File: src/rtl/dice_pkg.sv
// Shared 7-segment face tables and monitor state encoding for the dice blocks.
package dice_pkg;

    localparam int FACE_W = 3;
    typedef logic [FACE_W-1:0] face_t;

    // Segment order {g,f,e,d,c,b,a}, active-high
    localparam logic [6:0] SEG_BLANK = 7'h00;
    localparam logic [6:0] SEG_FACE1 = 7'h06;
    localparam logic [6:0] SEG_FACE2 = 7'h5B;
    localparam logic [6:0] SEG_FACE3 = 7'h4F;
    localparam logic [6:0] SEG_FACE4 = 7'h66;
    localparam logic [6:0] SEG_FACE5 = 7'h6D;
    localparam logic [6:0] SEG_FACE6 = 7'h7D;

    typedef enum logic [1:0] {
        ST_IDLE  = 2'd0,
        ST_TRACK = 2'd1,
        ST_DONE  = 2'd2
    } state_t;

endpackage

File: src/rtl/seg7_to_face.sv
// Combinational 7-segment decoder: pattern -> {valid, blank, face}.
module seg7_to_face
    import dice_pkg::*;
(
    input  logic [6:0] seg,
    output logic       valid,
    output logic       blank,
    output face_t      face
);

    // Table lookup; anything not a face or blank is flagged invalid with face 0
    always_comb begin
        valid = 1'b1;
        blank = 1'b0;
        face  = '0;
        case (seg)
            SEG_FACE1: face = face_t'(1);
            SEG_FACE2: face = face_t'(2);
            SEG_FACE3: face = face_t'(3);
            SEG_FACE4: face = face_t'(4);
            SEG_FACE5: face = face_t'(5);
            SEG_FACE6: face = face_t'(6);
            SEG_BLANK: begin
                valid = 1'b0;
                blank = 1'b1;
            end
            default:   valid = 1'b0;
        endcase
    end

endmodule

File: src/rtl/dice_face_monitor.sv
// Watches the dice 7-segment lines, qualifies stable patterns and keeps
// saturating roll / error / per-face statistics.
module dice_face_monitor
    import dice_pkg::*;
#(
    parameter int STABLE_CYCLES  = 1000,
    parameter int CNT_W          = 16,
    parameter int SEG_ACTIVE_LOW = 0
) (
    input  logic               clk,
    input  logic               rst,
    input  logic [6:0]         seg,
    input  logic               clr,
    output face_t              face,
    output logic               roll_pulse,
    output logic               err_pulse,
    output logic               busy,
    output logic [CNT_W-1:0]   roll_count,
    output logic [CNT_W-1:0]   err_count,
    output logic [6*CNT_W-1:0] hist
);

    localparam int                STAB_W    = $clog2(STABLE_CYCLES + 1);
    localparam logic [STAB_W-1:0] STAB_LAST = STAB_W'(STABLE_CYCLES - 1);
    localparam logic [STAB_W-1:0] STAB_MAX  = STAB_W'(STABLE_CYCLES);
    localparam logic [CNT_W-1:0]  CNT_MAX   = {CNT_W{1'b1}};

    logic [6:0]        seg_in;
    logic [6:0]        seg_q;
    logic [STAB_W-1:0] stab;
    logic              changed;
    logic              dec_valid;
    logic              dec_blank;
    face_t             dec_face;
    state_t            state;
    state_t            state_n;
    logic              settle_ok;
    logic              settle_err;

    assign seg_in  = (SEG_ACTIVE_LOW != 0) ? ~seg : seg;
    assign changed = (seg_in != seg_q);
    assign busy    = (state == ST_TRACK);

    // Decode the registered pattern: at the settle point seg_in == seg_q anyway
    seg7_to_face u_dec (
        .seg   (seg_q),
        .valid (dec_valid),
        .blank (dec_blank),
        .face  (dec_face)
    );

    // Input sample register and saturating stability counter
    always_ff @(posedge clk) begin
        if (rst) begin
            seg_q <= '0;
            stab  <= '0;
        end else begin
            seg_q <= seg_in;
            if (changed)
                stab <= '0;
            else if (stab != STAB_MAX)
                stab <= stab + STAB_W'(1);
        end
    end

    // FSM state register
    always_ff @(posedge clk) begin
        if (rst)
            state <= ST_IDLE;
        else
            state <= state_n;
    end

    // Next state and settle events; a change always overrides a settle
    always_comb begin
        state_n    = state;
        settle_ok  = 1'b0;
        settle_err = 1'b0;
        if (changed) begin
            state_n = (seg_in == SEG_BLANK) ? ST_IDLE : ST_TRACK;
        end else begin
            case (state)
                ST_TRACK: begin
                    if (stab == STAB_LAST) begin
                        state_n = ST_DONE;
                        if (dec_valid)
                            settle_ok = 1'b1;
                        else if (!dec_blank)
                            settle_err = 1'b1;
                    end
                end
                default: state_n = state;
            endcase
        end
    end

    // Registered pulses and last settled face
    always_ff @(posedge clk) begin
        if (rst) begin
            roll_pulse <= 1'b0;
            err_pulse  <= 1'b0;
            face       <= '0;
        end else begin
            roll_pulse <= settle_ok;
            err_pulse  <= settle_err;
            if (settle_ok)
                face <= dec_face;
        end
    end

    // Roll and error counters; clr beats a same-cycle increment
    always_ff @(posedge clk) begin
        if (rst || clr) begin
            roll_count <= '0;
            err_count  <= '0;
        end else begin
            if (settle_ok && roll_count != CNT_MAX)
                roll_count <= roll_count + CNT_W'(1);
            if (settle_err && err_count != CNT_MAX)
                err_count <= err_count + CNT_W'(1);
        end
    end

    // Per-face histogram bins, face f lives at index f-1
    for (genvar g = 0; g < 6; g++) begin : g_hist
        logic [CNT_W-1:0] bin;

        // One saturating bin per face value
        always_ff @(posedge clk) begin
            if (rst || clr)
                bin <= '0;
            else if (settle_ok && dec_face == face_t'(g + 1) && bin != CNT_MAX)
                bin <= bin + CNT_W'(1);
        end

        assign hist[g*CNT_W +: CNT_W] = bin;
    end

endmodule

File: config.mk
export PLATFORM = sky130hd
export DESIGN_NAME = dice_face_monitor
export DESIGN_NICKNAME = d
export VERILOG_FILES = /design/src/rtl/dice_pkg.sv /design/src/rtl/seg7_to_face.sv /design/src/rtl/dice_face_monitor.sv
export SDC_FILE = /design/constraint.sdc
export NUM_CORES = 1
export LEC_CHECK = 0
export CORE_ASPECT_RATIO = 1.1
export CORE_MARGIN = 2
export CORE_UTILIZATION = 40
export CTS_BUF_LIST = sky130_fd_sc_hd__clkbuf_8
export DETAILED_ROUTE_END_ITERATION = 12
export GPL_TIMING_DRIVEN = 0
export RECOVER_POWER = 50
export SYNTH_ARGS = -nofsm -noshare
export SYNTH_HDL_FRONTEND = slang
export SYNTH_HIERARCHICAL = 1
export SYNTH_SLANG_ARGS = --single-unit
File: constraint.sdc
create_clock -name clk -period 3.6 [get_ports clk]
set_input_delay 0.72 -clock clk [delete_from_list [all_inputs] [get_ports clk]]
set_output_delay 0.72 -clock clk [all_outputs]
set_load 0.02 [all_outputs]
==> run_results.csv <==
group,metric,value,unit
status,status,"finished clean",
hold_path,hold_path.startpoint,"face[1]$_SDFFE_PP0P_",
clock_network,clockBufferDepth,2,
synthesis,average_cell_area_after_synthesis,8.289,µm²
setup_path,slack_of_the_worst_reg_to_reg_path,250,ps
setup_path,setup.worst_path.class,"flop to flop",
cells_and_area,syn_to_final_growth,28.32,%
power_and_ir_drop,vdd_ir_drop_max,0.2163,mV
cells_and_area,seqCellArea,3043,µm²
setup_path,worst-endpoint-arrival,3750,ps
power_and_ir_drop,power_switching_share,22.54,%
timing,layout_min_cycle_time,3350,ps
timing,layout_worst_path_cycle_share,93.07,%
cells_and_area,post-route-cell-area,9701,µm²
timing,grt_setup_unrepaired,"no",
global_route,grt_pass1_wl,33400,µm
timing,finalWorstSetupSlack,249.6,ps
floorplanning,dieWidth,135.1,µm
routing,detail_route.drc_violations,0,
clock_network,cts_made_buffers,17,
synthesis,synth.cell_area,7560,µm²
timing,timing.final.setup_violations,0,
routing,remaining_number_of_nets_flagged_by_the_antenna_check_after_routing,0,
synthesis,netlist.area_leader.share,40.25,%
place,detailedPlacementHpwl,15000,µm
timing,final-hold-violation-count,0,
floorplanning,dieHeight,148.2,µm
cells_and_area,antennaDiodeCount,0,
power_and_ir_drop,comb_power_share,3.1,%
timing,final-max-slew-violation-count,0,
clock_network,number_of_buffers_inserted_to_repair_setup_after_cts,0,
synthesis,number_of_enable_type_register_cells_in_the_synthesized_netlist,0,
power_and_ir_drop,p_leak,3.366,nW
clock_network,clk_transition_reported_paths,80,ps
clock_network,clock_tree.htree_level_count,4,
floorplanning,die_area,20020,µm²
power_and_ir_drop,p_total,3.151,mW
setup_path,setup.worst_path.end_class,"flop",
hold_path,hold_path.class,"flop to flop",
floorplanning,core_area,18480,µm²
flow_run,max_cap_viol_count,0,
floorplanning,core.rowCount,52,
setup_path,critical_path_required,4000,ps
synthesis,syn_nets,932,
routing,postRouteWirelength,20450,µm
routing,wl_per_cell,15.39,µm
clock_network,clock_tree.root_cell,"clkbuf_8",
place,io_buffer_count,143,
timing,skew,13.41,ps
setup_path,timing.rr.start,"seg_q[1]$_SDFF_PP0_",
floorplanning,start_util,40.91,%
clock_network,ctsResizeCount,0,
power_and_ir_drop,p_sw,0.7104,mW
timing,worst-slew-pin-transition,903.4,ps
hold_path,hold_path_depth,2,
place,gp_congestion,0.8269,
global_route,grt_antenna_before_repair,0,
cells_and_area,numnets_final,1094,
routing,num_vias,7121,
power_and_ir_drop,p_int,2.441,mW
synthesis,synth.lib_cells_used.distinct,61,
place,dp_worst_setup_slack,-36.70,ps
synthesis,synthCells,912,
power_and_ir_drop,power_frac_seq,53.7,%
setup_path,worstPathMaxFanout,10,
place,placedInstanceArea,9295,µm²
synthesis,synth_seq_cells,152,
clock_network,hold_buffers,0,
power_and_ir_drop,power_density,324.9,nW/µm²
routing,drt_first_iter_violations,304,
synthesis,yosys_warning_count,6,
setup_path,worstReg2RegEnd,"g_hist[3].bin[3]$_SDFFE_PP0P_",
cells_and_area,multi_input_area,4290,µm²
synthesis,seq_area_frac_synth,40.25,%
power_and_ir_drop,clockPowerShare,43.3,%
global_route,grt_start_max_net_pins,17,
global_route,globalRouteOverflowTotal,0,
clock_network,cts_tree,"done",
cells_and_area,drive_gt1_share,4.972,%
synthesis,ys_async_sr_fraction,0,%
cells_and_area,layout.core_utilization,52.50,%
routing,drt_pre_antenna_iters,5,
setup_path,rr_worst_depth,10,
synthesis,synth-main-ff-cell,"dfxtp_1",
floorplanning,num_io_pins,144,
clock_network,clock_insertion_delay_worst_skew,460,ps
cells_and_area,layout.filler_cells,1858,
synthesis,synth_top_cell_by_area,"dfxtp_1",
synthesis,top_area_cells_in_the_synthesized_netlist,"dfxtp_1, xnor2_1, nor2_1",
clock_network,total_number_of_clock_tree_sinks,152,
timing,achievable-frequency,298.5,MHz
setup_path,startpoint_type,"flop",
hold_path,worst_hold_path.endpoint,"face[1]$_SDFFE_PP0P_",
routing,drt-vias-per-instance,5.358,
timing,max-slew-margin-rel,39.22,%
global_route,first_global_vias,6626,
global_route,grt_util_all_layers,20.72,%
## worst max path at each step
stage,endpoint,cells after the start,slack (ps),startpoint
floorplan,g_hist[3].bin[3]$_SDFFE_PP0P_,11,850,seg_q[0]$_SDFF_PP0_
global placement,g_hist[1].bin[6]$_SDFFE_PP0P_,10,-40,seg[2]
detailed placement,g_hist[1].bin[6]$_SDFFE_PP0P_,10,-40,seg[5]
CTS,g_hist[3].bin[3]$_SDFFE_PP0P_,10,280,seg_q[1]$_SDFF_PP0_
global route,g_hist[3].bin[3]$_SDFFE_PP0P_,10,130,seg_q[1]$_SDFF_PP0_
finish,g_hist[3].bin[3]$_SDFFE_PP0P_,10,250,seg_q[1]$_SDFF_PP0_
## layout make-up
cell class / count / share of cell area [%]
inverters: 16 / 0.6191
multi-input cells: 703 / 44.23
clock buffers: 20 / 2.838
well taps: 243 / 3.134
flip-flops and latches: 152 / 31.37
clock inverters: 11 / 1.341
plain buffers: 41 / 1.715
repair buffers: 143 / 14.76
## registers in the layout, indices dropped and copies added, names as in the netlist
signal	flops
err_pulse	1
err_count	16
seg_q	7
face	3
state	2
roll_pulse	1
stab	10
g_hist.bin	96
roll_count	16
## cells in the mapped netlist (3+ instances only)
cell,count
dfxtp_1,152
nand3_1,57
nor2_1,135
nand4_1,49
nand4b_1,4
and2_1,8
o21ai_0,24
nand3b_1,5
and4_1,14
a21oi_1,26
clkbuf_1,35
nor4_1,27
nor2b_1,7
nor3b_1,7
nor4_2,4
o311ai_1,3
or3_1,22
nand2b_1,4
nor4_4,3
ha_1,10
buf_1,3
nor3_1,45
a31oi_1,3
xor2_1,30
inv_1,16
nor4b_1,6
xnor2_1,72
or2_2,4
and3_1,19
mux2i_1,5
o21a_1,4
o41ai_1,3
or4_1,4
nand2_1,70
## metrics by stage
stage,hold slack [ps],instances,TNS [ps]
after floorplan,444.9,912,0
after global placement,442.4,1298,-93.15
after detailed placement,448.9,1298,-138.1
after CTS,459.7,1329,0
after global routing,497.8,1329,0
final,455.2,1329,0
## cells in the final DEF (no fill, tap or decap), drive strengths merged, types with 7 or more instances in the layout
master / count
clkbuf: 55
nor3b: 7
xnor2: 72
nor3: 45
nor2: 135
o21ai: 25
nand2: 71
nor4: 34
and3: 20
a21oi: 27
clkdlybuf4s50: 8
nor2b: 7
nand4: 50
inv: 18
nand3: 58
and4: 14
and2: 8
xor2: 30
ha: 10
or3: 22
dlygate4sd3: 135
dfxtp: 152
## kinds of logic (layout without fill, tap and decap cells)
logic type | count (synthesis) | in the layout | share of synthesized area, %
adders and majority gates | 10 | 10 | 1.655
buffers and inverters | 57 | 231 | 2.996
and+or+nand+nor | 508 | 508 | 36.26
AOI/OAI and AO/OA | 78 | 78 | 6.356
xor gates and xnor gates | 102 | 102 | 11.82
muxes | 5 | 5 | 0.6621
DFF | 152 | 152 | 40.25
## metal layers
layer  GRT usage [%]  vias up  part of all wire [%]
met3           4.158       28                   5.0
met4           7.292        0                   2.1
met2           35.00      166                    48
met5               0        -                     0
li1                -     3571                     -
met1           26.30     3356                    45
## worst max-delay path, cell delays in order, from the launching register on
cell,delay (ps)
dfxtp_1,430
or4b_4,500
a21oi_4,140
clkbuf_1,470
nand2_1,170
or3_1,390
nor4_4,310
buf_4,250
nand2_2,90
or4_1,470
nand2_1,70
## power by group through the flow
stage	registers, mW	logic, mW	clock network [mW]
final	1.69	0.0967	1.36
after global routing	1.69	0.106	1.47
after CTS	1.69	0.0986	1.40
after detailed placement	1.73	0.0981	0
after global placement	1.73	0.0972	0
after floorplan	1.73	0.0554	0
Note: power is estimated with default switching activity, not from simulation.
==> edit 1: new RTL, same settings <==
The package constant `FACE_W` goes from 3 to 4.
--- a/src/rtl/dice_pkg.sv
+++ b/src/rtl/dice_pkg.sv
@@ -2,5 +2,5 @@
 package dice_pkg;
 
-    localparam int FACE_W = 3;
+    localparam int FACE_W = 4;
     typedef logic [FACE_W-1:0] face_t;
 
Interface: changed (resized face); port bits go from 144 to 145. The function was not compared with the original's and may differ.
==> edit 1 against the unedited design <==
Routed wire length increased by 30%; synthesized area increased by 8.5%; sequential cell count increased by 1; global-route usage increased by 3.7 points; die area increased by 8.3%; power increased by 8.2%; cell area increased by 8.0%; setup slack got worse by 77 ps; count of clock-buffer cells in the layout decreased by 2.
==> edit 1: results (changes against the unedited design) <==
DR iter-0 viols 615 (+100%); R2R cell count 8 (-2); xor and xnor area share after synthesis 0.0160 (-0.102); Compound-Gate Fraction of Synth Area 0.170 (+0.106); worst vdd ir 0.245 mV (+13%); routability-driven placement congestion ratio 0.873 (+5.6%); gr usage total 0.244 (+0.0372); Fin Hold WS 451 ps (-4.30 ps); Post-synth top cells dfxtp_1, nand2_1, a21oi_1; max incr delay on CP 680 ps (+180 ps); nets@finish 1187 (+8.5%); dominant cells by area after synthesis dfxtp_1, or4_1, o31ai_1, a21oi_1, nand2_1; status complete, no violations; share of post-route cells with drive strength above 1 0.0483 (-0.00142); Slowest cell on crit path or4b_2; Gate Count Post-Synth 1004 (+10%); Seq/Total Area, Yosys 0.373 (-0.0292); vias per inst 6.04 (+13%); CP arrival 3810 ps (+60 ps); Rel. slew slack 0.309 (-0.0827); static leakage 3.50 nW (+4.1%); Post-Layout Cell Count 1432 (+7.8%); adder-cell share of the synthesized area 0.0153 (-0.00130); Detailed Place HPWL 19000 µm (+27%); Filler cells 1980 (+6.6%); Detailed Route WL 26700 µm (+30%); post-synthesis mux area share 0.0331 (+0.0265); Top Registers g_hist.bin: 96 flops, err_count: 16 flops, roll_count: 16 flops
==> edit 1: cell families after synthesis <==
| group | Yosys count |
|---|---|
| other | 1 |
| AO/OA/AOI/OAI | 220 |
| flip-flops | 153 |
| multiplexers | 27 |
| AND/OR/NAND/NOR | 497 |
| adder cells (fa/ha/maj) | 10 |
| buffers and inverters | 81 |
| XOR/XNOR | 15 |
==> edit 1: power breakdown <==
group          internal [mW]  switching (mW)
Sequential              1.70         0.00692
Clock                  0.909           0.679
Combinational         0.0391          0.0799
==> edit 1: timing repair <==
action                     in CTS  in global routing
setup endpoints to repair      10                 26
gates resized for setup         3                  9
buffers inserted                0                  1
pin swaps                       0                  1
==> edit 1: layout make-up <==
type,count,area [µm²],area share
Buffer,66,280,0.0267
Clock buffer,18,248,0.0236
Clock inverter,14,229,0.0219
Inverter,15,56.3,0.00537
Multi-Input combinational cell,770,4850,0.463
Sequential cell,153,3060,0.292
Tap cell,252,315,0.0301
Timing Repair Buffer,144,1440,0.137
==> edit 1: path summary, 6_finish.rpt <==
path | from | end
setup reg to reg | seg_q[1]$_SDFF_PP0_ | g_hist[3].bin[11]$_SDFFE_PP0P_
hold / removal | face[2]$_SDFFE_PP0P_ | face[2]$_SDFFE_PP0P_
hold reg to reg | face[2]$_SDFFE_PP0P_ | face[2]$_SDFFE_PP0P_
setup / recovery | seg_q[1]$_SDFF_PP0_ | g_hist[3].bin[11]$_SDFFE_PP0P_
==> edit 1: metal layers <==
metal  up-vias  global-route usage  wire length, µm
li1       4206                   -                -
met1      4164               0.335            12200
met2       262               0.406            12600
met3        20              0.0440             1560
met4         0              0.0495              252
met5         -                   0                0
==> edit 1: stage by stage <==
step	TNS (ps)	setup slack, ps	cell area, µm²
2_1_floorplan	0	715	8200
4_1_cts	0	56.4	10400
3_3_place_gp	-1680	-140	9950
5_1_grt	0	19.6	10500
6_report	0	172	10500
3_5_place_dp	-1860	-207	9950
==> edit 1: worst register-to-register path: cells and delay by family, from the launching register on <==
family / cells / cell delay [ps]
AOI/OAI and AO/OA: 2 / 290
DFF: 1 / 450
and+or+nand+nor: 5 / 2170
buffers and inverters: 1 / 460
==> edit 2: new RTL, same flow settings <==
Made on the original files. The output `err_pulse` loses its register stage (`err_pulse` becomes a continuous assignment).
--- a/src/rtl/dice_face_monitor.sv
+++ b/src/rtl/dice_face_monitor.sv
@@ -99,13 +99,13 @@
         if (rst) begin
             roll_pulse <= 1'b0;
-            err_pulse  <= 1'b0;
             face       <= '0;
         end else begin
             roll_pulse <= settle_ok;
-            err_pulse  <= settle_err;
             if (settle_ok)
                 face <= dec_face;
         end
     end
+
+    assign err_pulse = settle_err;
 
     // Roll and error counters; clr beats a same-cycle increment
Function: same outputs for any inputs over 10 cycles, from zero or initial values and one cycle with rst high; that may be too few to reach the edited logic, so the function may still have changed.
==> edit 2 against the unedited design <==
Sequential cell count is 1 lower; cell area up 6.2%; synthesized cell count increased by 6.7%; setup slack got worse by 170 ps; non-clock buffer count up 20; count of clock-buffer cells in the layout is 2 higher; power increased by 3.6%; synthesized area grew 6.5%; die area grew 6.3%; maximum frequency shrank 4.9%; routed wire length rose by 26%; global-route usage is 3.4 points higher.
==> edit 2: results (changes against the unedited design) <==
status complete, no violations; Post-synth top cells dfxtp_1, a21oi_1, nand2_1; Comb pwr share 0.037 (+0.006); Hold Crit Start face[2]$_SDFFE_PP0P_; Critical Path Fanout Max 6 (-4); static leakage 3.37 nW (about the same); Synth Net Count 993 (+6.5%); r2r endpoint g_hist[1].bin[2]$_SDFFE_PP0P_; Post-CTS Setup Inserts 2 (+2); number of global-route vias before repair 7970 (+20%); first-pass GRT wire length 41900 µm (+25%); DR WL/cell 18.3 µm (+19%); Setup WS pre-CTS -854 ps (-817 ps); GR Util met3 0.0468 (+0.00524); DR pass1 iterations 8 (+3); Rel. slew slack 0.271 (-0.121); CP arrival 2800 ps (-950 ps); GR Util met1 0.310 (+0.0468); dominant cells by area after synthesis dfxtp_1, or4_1, o31ai_1, a21oi_1, nand2_1; FF-to-FF setup slack 340 ps (+90 ps); Seq/Total Area, Yosys 0.376 (-0.0270); share of post-route cells with drive strength above 1 0.0653 (+0.0156); Synth cell types 60 (-1.6%); Worst Hold Path EP face[2]$_SDFFE_PP0P_; worst vdd ir 0.201 mV (-7.2%); placed cell areas 9800 µm² (+5.4%); Final Skew 13.8 ps (+0.396 ps); gr usage total 0.241 (+0.0337); DR iter-0 viols 528 (+74%)
-- edit 2: final cells by class --
cell class / instances / share of cell area
Tap cell: 252 / 0.0306
Multi-Input combinational cell: 744 / 0.460
Clock buffer: 22 / 0.0294
Clock inverter: 10 / 0.0137
Buffer: 59 / 0.0261
Sequential cell: 151 / 0.294
Timing Repair Buffer: 145 / 0.140
Inverter: 18 / 0.00656
-- edit 2: metal layers --
metal	wire, µm	share of wire
met1	11400	0.45
met2	12000	0.47
met3	1390	0.054
met4	833	0.032
met5	0	0
-- edit 2: critical path: stages --
cell and delay (ps):
clkdlybuf4s50_1 470, xnor2_1 390, nand3_2 260, or4_4 630
inv_1 80, clkdlybuf4s15_2 250
-- edit 2: stage by stage --
stage / hold WS, ps / instances / utilization / TNS [ps]
after floorplan: 451 / 973 / - / 0
after global placement: 441 / 1368 / 0.495 / -859
after CTS: 458 / 1401 / 0.520 / 0
after global routing: 491 / 1401 / 0.521 / 0
final: 451 / 1401 / 0.521 / 0
after detailed placement: 447 / 1368 / 0.495 / -854
-- edit 2: worst max path at each step --
stage                             start         to  slack (ps)  depth (start not counted)
CTS                 seg_q[3]$_SDFF_PP0_  err_pulse          50                          8
global route                     seg[6]  err_pulse          20                          6
finish                           seg[6]  err_pulse          80                          6
detailed placement               seg[1]  err_pulse        -850                          8
global placement                 seg[1]  err_pulse        -860                          8
floorplan                        seg[1]  err_pulse         640                          6
-- edit 2: cells by family (layout without fill, tap and decap cells) --
logic type,Yosys count,in the layout,share of synthesized area
DFF,151,151,0.376
xor gates and xnor gates,15,15,0.0182
and+or+nand+nor,464,465,0.343
buffers and inverters,79,254,0.0427
muxes,21,21,0.0261
adders and majority gates,10,10,0.0155
AOI/OAI and AO/OA,233,233,0.178
